### config.mk
export PLATFORM = sky130hd
export DESIGN_NAME = rf_write_arbiter
export DESIGN_NICKNAME = d
export VERILOG_FILES = /design/src/rtl/rf_write_arbiter.sv
export SDC_FILE = /design/constraint.sdc
export NUM_CORES = 1
export LEC_CHECK = 0
export BUFFER_PORTS_ARGS = -buffer_cell sky130_fd_sc_hd__buf_2
export CORE_UTILIZATION = 50
export CTS_BUF_LIST = sky130_fd_sc_hd__clkbuf_4
export CTS_CLUSTER_DIAMETER = 150
export CTS_CLUSTER_SIZE = 24
export DETAILED_ROUTE_END_ITERATION = 10
export GPL_TIMING_DRIVEN = 0
export PLACE_DENSITY = 0.9
export SETUP_SLACK_MARGIN = 0.15
export SLEW_MARGIN = 25
export SYNTH_ARGS = -nofsm -noshare
export SYNTH_HDL_FRONTEND = slang
export SYNTH_SLANG_ARGS = --single-unit
### constraint.sdc
create_clock -name clk -period 4.3 [get_ports clk]
set_input_delay 0.86 -clock clk [delete_from_list [all_inputs] [get_ports clk]]
set_output_delay 0.86 -clock clk [all_outputs]
set_load 0.005 [all_outputs]
### src/rtl/rf_write_arbiter.sv
// Write-port arbiter and RAW/WAW scoreboard for the 32-entry register file.
// A round-robin grant between the ALU (A) and LSU (B) feeds a registered rf write stage.
module rf_write_arbiter #(
    parameter int NREG = 32,
    parameter int AW   = 5,
    parameter int DW   = 32
) (
    input  logic          clk,
    input  logic          rst_n,
    input  logic          issue_valid,
    input  logic [AW-1:0] issue_rs1,
    input  logic [AW-1:0] issue_rs2,
    input  logic [AW-1:0] issue_rd,
    output logic          issue_stall,
    input  logic          a_valid,
    input  logic [AW-1:0] a_rd,
    input  logic [DW-1:0] a_data,
    output logic          a_ready,
    input  logic          b_valid,
    input  logic [AW-1:0] b_rd,
    input  logic [DW-1:0] b_data,
    output logic          b_ready,
    output logic          rf_we,
    output logic [AW-1:0] rf_rd,
    output logic [DW-1:0] rf_wdata
);

    logic [NREG-1:0] busy_q, busy_d;
    logic            prio_q, prio_d;
    logic            rf_we_q, rf_we_d;
    logic [AW-1:0]   rf_rd_q, rf_rd_d;
    logic [DW-1:0]   rf_wdata_q, rf_wdata_d;
    logic            grant_a, grant_b, issue_fire;

    // Grants are suppressed while reset is held so no handshake can complete.
    assign grant_a = rst_n & a_valid & (~b_valid | ~prio_q);
    assign grant_b = rst_n & b_valid & (~a_valid | prio_q);
    assign a_ready = grant_a;
    assign b_ready = grant_b;

    assign issue_stall = issue_valid &
                         (busy_q[issue_rs1] | busy_q[issue_rs2] | busy_q[issue_rd]);
    assign issue_fire  = issue_valid & ~issue_stall;

    // Set from an accepted issue takes precedence over the commit clear.
    assign busy_d[0] = 1'b0;
    for (genvar gi = 1; gi < NREG; gi++) begin : g_busy
        always_comb begin
            busy_d[gi] = busy_q[gi];
            if (rf_we_q && rf_rd_q == AW'(gi)) busy_d[gi] = 1'b0;
            if (issue_fire && issue_rd == AW'(gi)) busy_d[gi] = 1'b1;
        end
    end

    always_comb begin
        prio_d     = prio_q;
        rf_we_d    = 1'b0;
        rf_rd_d    = rf_rd_q;
        rf_wdata_d = rf_wdata_q;
        if (grant_a) begin
            prio_d     = 1'b1;
            rf_rd_d    = a_rd;
            rf_wdata_d = a_data;
            rf_we_d    = (a_rd != '0);
        end else if (grant_b) begin
            prio_d     = 1'b0;
            rf_rd_d    = b_rd;
            rf_wdata_d = b_data;
            rf_we_d    = (b_rd != '0);
        end
    end

    always_ff @(posedge clk or negedge rst_n) begin
        if (!rst_n) begin
            busy_q     <= '0;
            prio_q     <= 1'b0;
            rf_we_q    <= 1'b0;
            rf_rd_q    <= '0;
            rf_wdata_q <= '0;
        end else begin
            busy_q     <= busy_d;
            prio_q     <= prio_d;
            rf_we_q    <= rf_we_d;
            rf_rd_q    <= rf_rd_d;
            rf_wdata_q <= rf_wdata_d;
        end
    end

    assign rf_we    = rf_we_q;
    assign rf_rd    = rf_rd_q;
    assign rf_wdata = rf_wdata_q;

endmodule

==> key figures, run 1 <==
STA
  – Setup TNS: 0 ns
  – Final Hold Slack: 0.359 ns
  – # setup viols final: 0
  – Period utilization: 93.9%
  – Worst slew margin: 50.6%
  – Worst Clk Skew: 0.00925 ns
  – Final hold violations: 0
  – Fmax: 0.248 GHz
  – RSZ-0062 raised after global routing: false
  – Post-layout min period: 4.04 ns
  – Actual slew at the worst max-slew pin: 0.740 ns
  – Slew Viols, Final: 0

Finish
  – Area Growth Syn to Fin: 21.9%
  – Share of layout cells above drive strength 1: 36.3%
  – Sequential cell area: ~1800 um2
  – # nets final: about 650
  – Multi-input gate area: 2360 um2
  – Most common cell after layout, fill and taps aside: buf_2
  – Most frequent cells in the layout: buf_2 (131), nand2_1 (79), o21ai_0 (71)
  – Antenna diode count: 0
  – Fill cells: 667

Worst setup path
  – Crit-path max cell delay: ~0.48 ns
  – Most frequent cell on the critical path: buf_2
  – Buf/Inv on CP: 4
  – Critical Path, Cell by Cell: clkbuf_1 -> mux2_2 -> a221oi_1 -> o311ai_1 -> or4_1 -> buf_2 -> buf_6 -> o21a_1 -> buf_2
  – CP endpoint kind: primary output
  – Critical-path top delay cell: or4_1
  – Setup CP Type: primary input to primary output
  – Top delay family on crit path: buffers and inverters
  – Critical path arrival: 3.18 ns
  – Critical Path Source Type: primary input
  – CP Data Required Time: 3.44 ns
  – CP max FO: 10

GRT
  – M1 GR Usage: a little over a third
  – Vias in the first global route: 3807
  – Pin count of the biggest net entering global routing: 46
  – Top Usage Layer GRT: met2
  – Met3 Use GR: 4.27%
  – Antenna violations before repair: 0
  – GR Util met2: roughly 47%
  – GRT Util Overall: between 20% and 30%
  – First-pass GRT wire length: 18700 um
  – Total grt overflow: 0

Power
  – Leak: 2.40 nW
  – Sequential share of power: about 44%
  – Sw Pwr: 828 uW
  – Worst VDD drop: 0.000242 V
  – Clock share of power: 20.1%
  – Gate power share: 35.4%
  – Switching share of power: a little over a third
  – Pint: approximately 1.5 mW
  – Pwr per Cell Area: roughly 440 nW/um2

Detailed routing
  – Via-per-instance ratio: 6.03
  – Vias: 4037
  – Routed Antenna Nets: 0
  – Initial DRC Count: 365
  – Final wirelength: 11900 um
  – DR WL/cell: 17.8 um
  – DRC viols: 0
  – DRT Pass-1 Iters: 5

Clock tree
  – Total clock sinks: 70
  – Skew-Pair Late Insertion Delay: 0.42 ns
  – CTS tree: done
  – H-tree Lvls: 3
  – Clock Pin Slew Worst Setup and Hold Paths: 0.12 ns
  – Max Buffers Root-to-Sink: 2
  – CTS Root Cell: clkbuf_4
  – CTS buffer count: 9
  – # Post-CTS Setup Buffers: 0

Placement
  – # port buffers: 126
  – Gpl congestion: 0.917
  – Post-DP HPWL: 9140 um

Synthesis
  – Post-synthesis compound-gate area fraction: 20.7%
  – Mux contribution to synthesized area: 20.9%
  – Syn_nets: just over 500
  – Simple-gate share of the synthesized area: 13.4%
  – Flop and latch count out of synthesis: 70
  – Synthesized area per cell: 10.1 um2
  – Adder-Cell Fraction of Synth Area: 0%
  – Cells after synthesis: 422
  – Post-Synth XOR/XNOR Area: 0%
  – Synth Cell Area: 4280 um2
  – Sequential element share of the synthesized area: between 40% and 50%
  – Yosys warning total: 0
  – Distinct cells, synth: 41
  – Main combinational cell family by area after synthesis: multiplexers

Floorplanning
  – Row count: 33
  – Die ar.: roughly 8900 um2
  – Core Area: just over 8000 um2
  – Die X: 94.5 um
  – Die Span Y: 94.5 um
  – Top Ports: around 140
  – Initial Util: 51.8%

Outcome
  – Outcome: finished clean

Worst hold path
  – Hold WC Path Type: primary input to async pin

Job
  – Max-cap violation count: 0
-- through the flow --
| stage | total power [mW] | util [%] | std cells | area, um2 | setup WS (ns) |
|---|---|---|---|---|---|
| after floorplan | 1.54 | - | 422 | 4280 | 0.620 |
| after detailed placement | 1.84 | 61.3 | 654 | 5070 | 0.191 |
| final | 2.31 | 63.2 | 670 | 5220 | 0.263 |
| after global placement | 1.79 | 61.1 | 653 | 5040 | 0.0903 |
| after global routing | 2.43 | 63.2 | 670 | 5220 | 0.167 |
| after CTS | 2.30 | 63.2 | 670 | 5220 | 0.184 |
-- sequential cells by signal, summed over array words and instances, names as in the netlist --
register / cells
rf_we: 1
prio_q: 1
busy_q: 31
rf_rd: 5
rf_wdata: 32
-- worst paths after layout --
| check | startpoint | endpoint | slack (ns) | cells past startpoint |
|---|---|---|---|---|
| worst max-delay path | issue_rs2[2] | issue_stall | 0.26 | 9 |
| worst min-delay path | rst_n | rf_wdata[22]$_DFFE_PN0P_ | 0.36 | 1 |
| worst max register to register | busy_q[30]$_DFFE_PN0P_ | busy_q[1]$_DFFE_PN0P_ | 1.84 | 7 |
| worst min register to register | rf_wdata[26]$_DFFE_PN0P_ | rf_wdata[26]$_DFFE_PN0P_ | 0.49 | 2 |
| max in group asynchronous | rst_n | busy_q[6]$_DFFE_PN0P_ | 3.37 | 2 |
| min in group clk | rf_wdata[26]$_DFFE_PN0P_ | rf_wdata[26]$_DFFE_PN0P_ | 0.49 | 2 |
-- power groups by stage --
stage                     logic [mW]  registers (mW)  clock network [mW]
after detailed placement       0.811            1.03                   0
after CTS                      0.816            1.02               0.468
final                          0.819            1.03               0.466
after floorplan                0.581           0.960                   0
after global placement         0.772            1.01                   0
after global routing           0.888            1.05               0.491
-- cells by family after synthesis --
logic type / after synthesis
compound gates: 122
mux: 65
buf+inv: 38
simple gates: 127
flops: 70
-- routing by layer --
| metal | part of all wire [%] | wire length, um | up-vias |
|---|---|---|---|
| li1 | - | - | 1832 |
| met4 | 2.5 | 301 | 0 |
| met1 | 38 | 4480 | 1932 |
| met5 | 0 | 0 | - |
| met3 | 8.8 | 1050 | 34 |
| met2 | 51 | 6070 | 239 |
-- cell type report --
cell class	instances	area share (%)
multi-input cells	314	45.2
clock buffers	10	1.44
clock inverters	6	1.46
flip-flops and latches	70	33.6
well taps	105	2.52
repair buffers	127	12.5
plain buffers	32	2.92
inverters	6	0.431
-- cells in the mapped netlist --
master     count  area (um2)
nand2_1       79         297
o21ai_0       71         355
dfrtp_1       70        1750
mux2i_1       41         410
o31ai_2       29         363
mux4_2        19         428
clkbuf_1      16        60.1
nor2b_1       10        62.6
nor2_1         9        33.8
buf_1          7        26.3
buf_2          6        30.0
inv_1          6        22.5
nand3_1        6        30.0
mux2_2         5        56.3
nand2b_1       5        31.3
and3_1         3        18.8
buf_6          3        33.8
nor3_1         3        15.0
o31ai_1        3        22.5
or4_1          3        22.5
a21oi_1        2        10.0
a221oi_1       2        17.5
a22oi_1        2        15.0
a31oi_1        2        12.5
a32oi_1        2        17.5
and3b_1        2        17.5
nor3b_1        2        15.0
a2111oi_0      1        8.76
a21boi_0       1        7.51
a2bb2oi_1      1        8.76
and2_1         1        6.26
nand3b_1       1        7.51
nand4_1        1        6.26
o21a_1         1        7.51
o221ai_1       1        8.76
o22ai_1        1        6.26
o311ai_0       1        8.76
o311ai_1       1        8.76
o31a_1         1        8.76
or2_0          1        6.26
or2_2          1        6.26
-- what timing repair did --
item / 4_1_cts / 5_1_grt
resized for setup: 0 / 4
hold buffers: 0 / 0
endpoints found under the setup margin: 0 / 1
No activity file was read; power rests on OpenSTA's default activity.
==> inputs of run 2 (changes only) <==
clock period = 4.1 ns   (was 4.3 ns; I/O delays follow)
==> run 2 against run 1 <==
  * Non-clock buffer count unchanged
  * Clock skew is essentially flat
  * Clock power up 5.4%
  * Largest cell class unchanged
  * Critical endpoint unchanged
  * Wire length increased by 0.27%
==> key figures, run 2 (synthesis gave the netlist of run 1 again) <==
Outcome
  – Outcome: finished clean

Placement
  – Post-DP Area: between 5000 and 6000 um2
  – Gpl congestion: 0.917
  – Post-DP HPWL: 9140 um
  – # port buffers: 126

Power
  – Total design power: 2.43 mW
  – Sequential share of power: 44.3%
  – Clock share of power: 20.2%
  – Pint: 1.56 mW
  – Sw Pwr: ~870 uW
  – Leak: roughly 2.4 nW
  – Pwr per Cell Area: 465 nW/um2
  – Worst VDD drop: 0.000254 V
  – Gate power share: 35.5%
  – Switching share of power: 35.9%

Worst setup path
  – Setup slack, reg-to-reg: 1.63 ns
  – CP endpoint kind: primary output
  – CP Data Required Time: 3.28 ns
  – Critical-path top delay cell: mux4_2
  – Setup CP Type: primary input to primary output
  – CP max FO: 10
  – Crit-path max cell delay: roughly 0.57 ns
  – Most frequent cell on the critical path: buf_2
  – Critical Path, Cell by Cell: clkbuf_2 -> mux4_2 -> a32oi_1 -> o311ai_0 -> or4_1 -> buf_2 -> buf_6 -> o21a_1 -> buf_2
  – Critical path arrival: roughly 3.1 ns
  – Critical Path Source Type: primary input

Detailed routing
  – DR WL/cell: 17.8 um
  – Vias: 4062
  – DRT Pass-1 Iters: 5
  – DRC viols: 0
  – Via-per-instance ratio: 6.06
  – Routed Antenna Nets: 0
  – Initial DRC Count: between 300 and 400
  – Final wirelength: 11900 um

Clock tree
  – Max Buffers Root-to-Sink: 2
  – CTS Hold Buffers Added: 0
  – Clock Pin Slew Worst Setup and Hold Paths: 0.12 ns
  – Total clock sinks: 70
  – CTS buffer count: 9
  – # Post-CTS Setup Buffers: 0
  – H-tree Lvls: 3
  – CTS tree: done
  – Skew-Pair Late Insertion Delay: 0.42 ns
  – CTS Root Cell: clkbuf_4

Floorplanning
  – Die Span Y: 94.5 um
  – Initial Util: 51.8%
  – Core Area: 8260 um2
  – Die ar.: 8940 um2
  – Top Ports: approximately 140
  – Die X: 94.5 um
  – Row count: 33

STA
  – Actual slew at the worst max-slew pin: 0.740 ns
  – Fmax: 0.259 GHz
  – Worst Clk Skew: 0.00924 ns
  – # setup viols final: 0
  – Slew Viols, Final: 0
  – Final hold violations: 0
  – Setup TNS: 0 ns
  – RSZ-0062 raised after global routing: false
  – Post-layout min period: 3.87 ns
  – Final Hold Slack: 0.320 ns
  – Worst slew margin: about 50%
  – Period utilization: between 90% and 100%

Finish
  – Most frequent cells in the layout: buf_2 (130), nand2_1 (79), o21ai_0 (71)
  – # nets final: 654
  – Largest register FFs: 32
  – Antenna diode count: 0
  – Most common cell after layout, fill and taps aside: buf_2
  – Final Util: roughly 63%
  – Share of layout cells above drive strength 1: a little over a third
  – Area Growth Syn to Fin: 22.0%
  – Finished layout cell area: 5230 um2

Job
  – Max-cap violation count: 0

GRT
  – Vias in the first global route: 3807
  – First-pass GRT wire length: 18700 um
  – GRT Util Overall: 27.9%
  – Pin count of the biggest net entering global routing: 46
  – Antenna violations before repair: 0
  – Total grt overflow: 0

Worst hold path
  – Hold WC Path Type: primary input to async pin
[run 2: metal layers]
layer	share of wire (%)	global-route usage (%)	vias to the layer above
met2	51	47.2	238
met5	0	0	-
met1	38	35.7	1953
met4	2.6	11.6	0
met3	8.6	4.27	38
li1	-	-	1833
[run 2: final timing paths]
check                      cells past startpoint                  endpoint                     start
max in group asynchronous                      2  rf_wdata[28]$_DFFE_PN0P_                     rst_n
min                                            1  rf_wdata[22]$_DFFE_PN0P_                     rst_n
min reg2reg                                    2  rf_wdata[26]$_DFFE_PN0P_  rf_wdata[26]$_DFFE_PN0P_
min in group clk                               2  rf_wdata[26]$_DFFE_PN0P_  rf_wdata[26]$_DFFE_PN0P_
max                                            9               issue_stall              issue_rs2[0]
max reg2reg                                    7     busy_q[1]$_DFFE_PN0P_    busy_q[30]$_DFFE_PN0P_
[run 2: repair_timing]
action | 4_1_cts | 5_1_grt
gates resized for setup | 2 | 5
endpoints found under the setup margin | 1 | 1
hold endpoints to repair | 0 | 0
[run 2: critical path, delay by kind of cell]
kind,cells,cell delay (ns)
simple gates,1,0.43
compound gates,3,0.53
buf+inv,4,0.69
mux,1,0.57
[run 2: power by group through the flow]
stage               Clock [mW]  Combinational [mW]  Sequential, mW
detailed placement           0               0.851            1.08
floorplan                    0               0.609            1.01
global placement             0               0.809            1.06
global route             0.515               0.932            1.10
finish                   0.491               0.862            1.08
CTS                      0.491               0.856            1.07
[run 2: layout make-up]
type | count | area [um2]
clock inverter | 6 | 76.3
fill | 666 | 3030
tap | 105 | 131
inverter | 6 | 22.5
clock buffer | 10 | 75.1
timing repair buffer | 127 | 653
buffer | 32 | 158
multi-input combinational | 314 | 2360
sequential | 70 | 1750
[run 2: metrics by stage]
step	setup WS [ns]	cells
2_1_floorplan	0.500	422
3_3_place_gp	-0.0297	653
3_5_place_dp	0.0714	654
4_1_cts	0.163	670
5_1_grt	0.156	670
6_report	0.234	670
==> inputs of run 3 (changes only) <==
CORE_ASPECT_RATIO = 1.75   (was not set)
==> run 3 against run 2 <==
  * Fmax down 1.3%
  * Design area about the same
  * Total power down 4.1%
  * Count of clock-buffer cells in the layout down 1
  * Combinational power up 2%
  * Global-route usage up 1.8 points
  * Non-clock buffer count unchanged
  * Die area up 0.17%
  * Largest cell class unchanged
  * Highest routed layer unchanged
==> key figures, run 3 (synthesis gave the netlist of run 1 again) <==
Worst setup path
  – R2R depth: 7
  – Setup CP Type: primary input to primary output
  – R2R Path End: busy_q[24]$_DFFE_PN0P_
  – Critical Path Source Type: primary input
  – CP endpoint kind: primary output
  – Critical path arrival: 3.09 ns
  – CP Data Required Time: between 3 and 4 ns
  – CP max FO: 10
  – Worst reg2reg startpoint: busy_q[22]$_DFFE_PN0P_
  – Setup slack, reg-to-reg: between 1.5 and 2 ns

GRT
  – Antenna violations before repair: 1
  – Vias in the first global route: 4295
  – First-pass GRT wire length: a little over 20000 um
  – Pin count of the biggest net entering global routing: 50
  – Total grt overflow: 0
  – GRT Util Overall: 29.6%

Power
  – Pwr per Cell Area: between 400 and 500 nW/um2
  – Sw Pwr: 894 uW
  – Leak: about 2.4 nW
  – Clock share of power: 16.0%
  – Worst VDD drop: approximately 0.00023 V
  – Switching share of power: 38.4%
  – Pint: 1.43 mW
  – Gate power share: between 30% and 40%
  – Sequential share of power: 46.3%

Clock tree
  – Max Buffers Root-to-Sink: 2
  – CTS Root Cell: clkbuf_4
  – H-tree Lvls: 3
  – # Post-CTS Setup Buffers: 0
  – Total clock sinks: 70
  – Skew-Pair Late Insertion Delay: 0.43 ns
  – CTS buffer count: 9
  – CTS tree: done
  – Clock Pin Slew Worst Setup and Hold Paths: about 0.12 ns

Finish
  – Share of layout cells above drive strength 1: between 30% and 40%
  – Finished layout cell area: 5220 um2
  – Largest register FFs: 32
  – Area Growth Syn to Fin: 22.0%
  – Most common cell after layout, fill and taps aside: buf_2
  – # nets final: 654
  – Most frequent cells in the layout: buf_2 (128), nand2_1 (79), o21ai_0 (71)
  – Final Util: 62.8%

Floorplanning
  – Die Span Y: 124 um
  – Initial Util: 51.5%
  – Die ar.: 8950 um2
  – Top Ports: 135
  – Row count: 44
  – Core Area: 8310 um2
  – Die X: 72.0 um

Placement
  – Post-DP HPWL: 9690 um
  – Gpl congestion: 0.959
  – DP Worst Slack: 0.0740 ns
  – Post-DP Area: 5090 um2
  – # port buffers: 126

STA
  – Min setup slack post-route: ~0.19 ns
  – Final hold violations: 0
  – Slew Viols, Final: 0
  – RSZ-0062 raised after global routing: false
  – Fmax: between 0.2 and 0.3 GHz
  – Worst slew margin: 49.7%
  – Actual slew at the worst max-slew pin: between 0.7 and 0.8 ns
  – Post-layout min period: 3.91 ns
  – Worst Clk Skew: about 0.013 ns
  – Period utilization: a little over nine tenths
  – # setup viols final: 0

Detailed routing
  – Final wirelength: ~12000 um
  – DR WL/cell: between 15 and 20 um
  – Via-per-instance ratio: roughly 6
  – Routed Antenna Nets: 0
  – DRT Pass-1 Iters: 5
  – Vias: just over 4k
  – DRC viols: 0
  – Initial DRC Count: about 490

Outcome
  – Outcome: finished clean

Job
  – Max-cap violation count: 0

Worst hold path
  – Hold WC Path Type: primary input to async pin
## run 3: worst max-delay path: stages
cell and delay [ns]:
buf_4 0.15, mux4_2 0.59, a32oi_1 0.26, o311ai_1 0.14
or4_4 0.44, clkbuf_4 0.20, buf_6 0.17, o21a_1 0.19
buf_2 0.13
## run 3: layer usage
| metal | routed length (um) | vias up | GRT usage (%) |
|---|---|---|---|
| li1 | - | 1826 | - |
| met1 | 4340 | 1976 | 31.2 |
| met2 | 6700 | 267 | 52.1 |
| met3 | 841 | 52 | 7.52 |
| met4 | 568 | 0 | 16.6 |
| met5 | 0 | - | 0 |
## run 3: layout make-up
| cell class | count | area (um2) |
|---|---|---|
| inverter | 6 | 22.5 |
| fill | 660 | 3090 |
| sequential | 70 | 1750 |
| tap | 115 | 144 |
| clock buffer | 9 | 67.6 |
| antenna | 1 | 2.50 |
| clock inverter | 7 | 41.3 |
| timing repair buffer | 127 | 661 |
| multi-input combinational | 314 | 2370 |
| buffer | 32 | 168 |
## run 3: power groups by stage
stage / sequential, mW / clock (mW) / combinational [mW]
2_1_floorplan: 1.01 / 0 / 0.609
5_1_grt: 1.10 / 0.409 / 0.948
6_report: 1.08 / 0.372 / 0.878
4_1_cts: 1.07 / 0.379 / 0.859
3_3_place_gp: 1.06 / 0 / 0.820
3_5_place_dp: 1.08 / 0 / 0.858
## run 3: how the worst max path moves through the flow
stage                       from          end  slack [ns]
floorplan           issue_rs2[0]  issue_stall        0.50
global placement           rst_n      a_ready       -0.07
detailed placement  issue_rs2[0]  issue_stall        0.07
CTS                 issue_rs2[1]  issue_stall        0.16
global route        issue_rs2[1]  issue_stall        0.15
finish              issue_rs1[1]  issue_stall        0.19
## run 3: through the flow
stage	setup TNS, ns	power, mW	hold slack (ns)	instances
2_1_floorplan	0	1.62	0.472	422
3_3_place_gp	-0.0712	1.88	0.459	663
3_5_place_dp	0	1.94	0.471	664
4_1_cts	0	2.31	0.275	680
5_1_grt	0	2.45	0.275	681
6_report	0	2.33	0.291	681
## run 3: timing repair
action,4_1_cts,5_1_grt
endpoints found under the setup margin,1,1
hold buffers,0,0
gates resized for setup,3,13
pin swaps,0,1
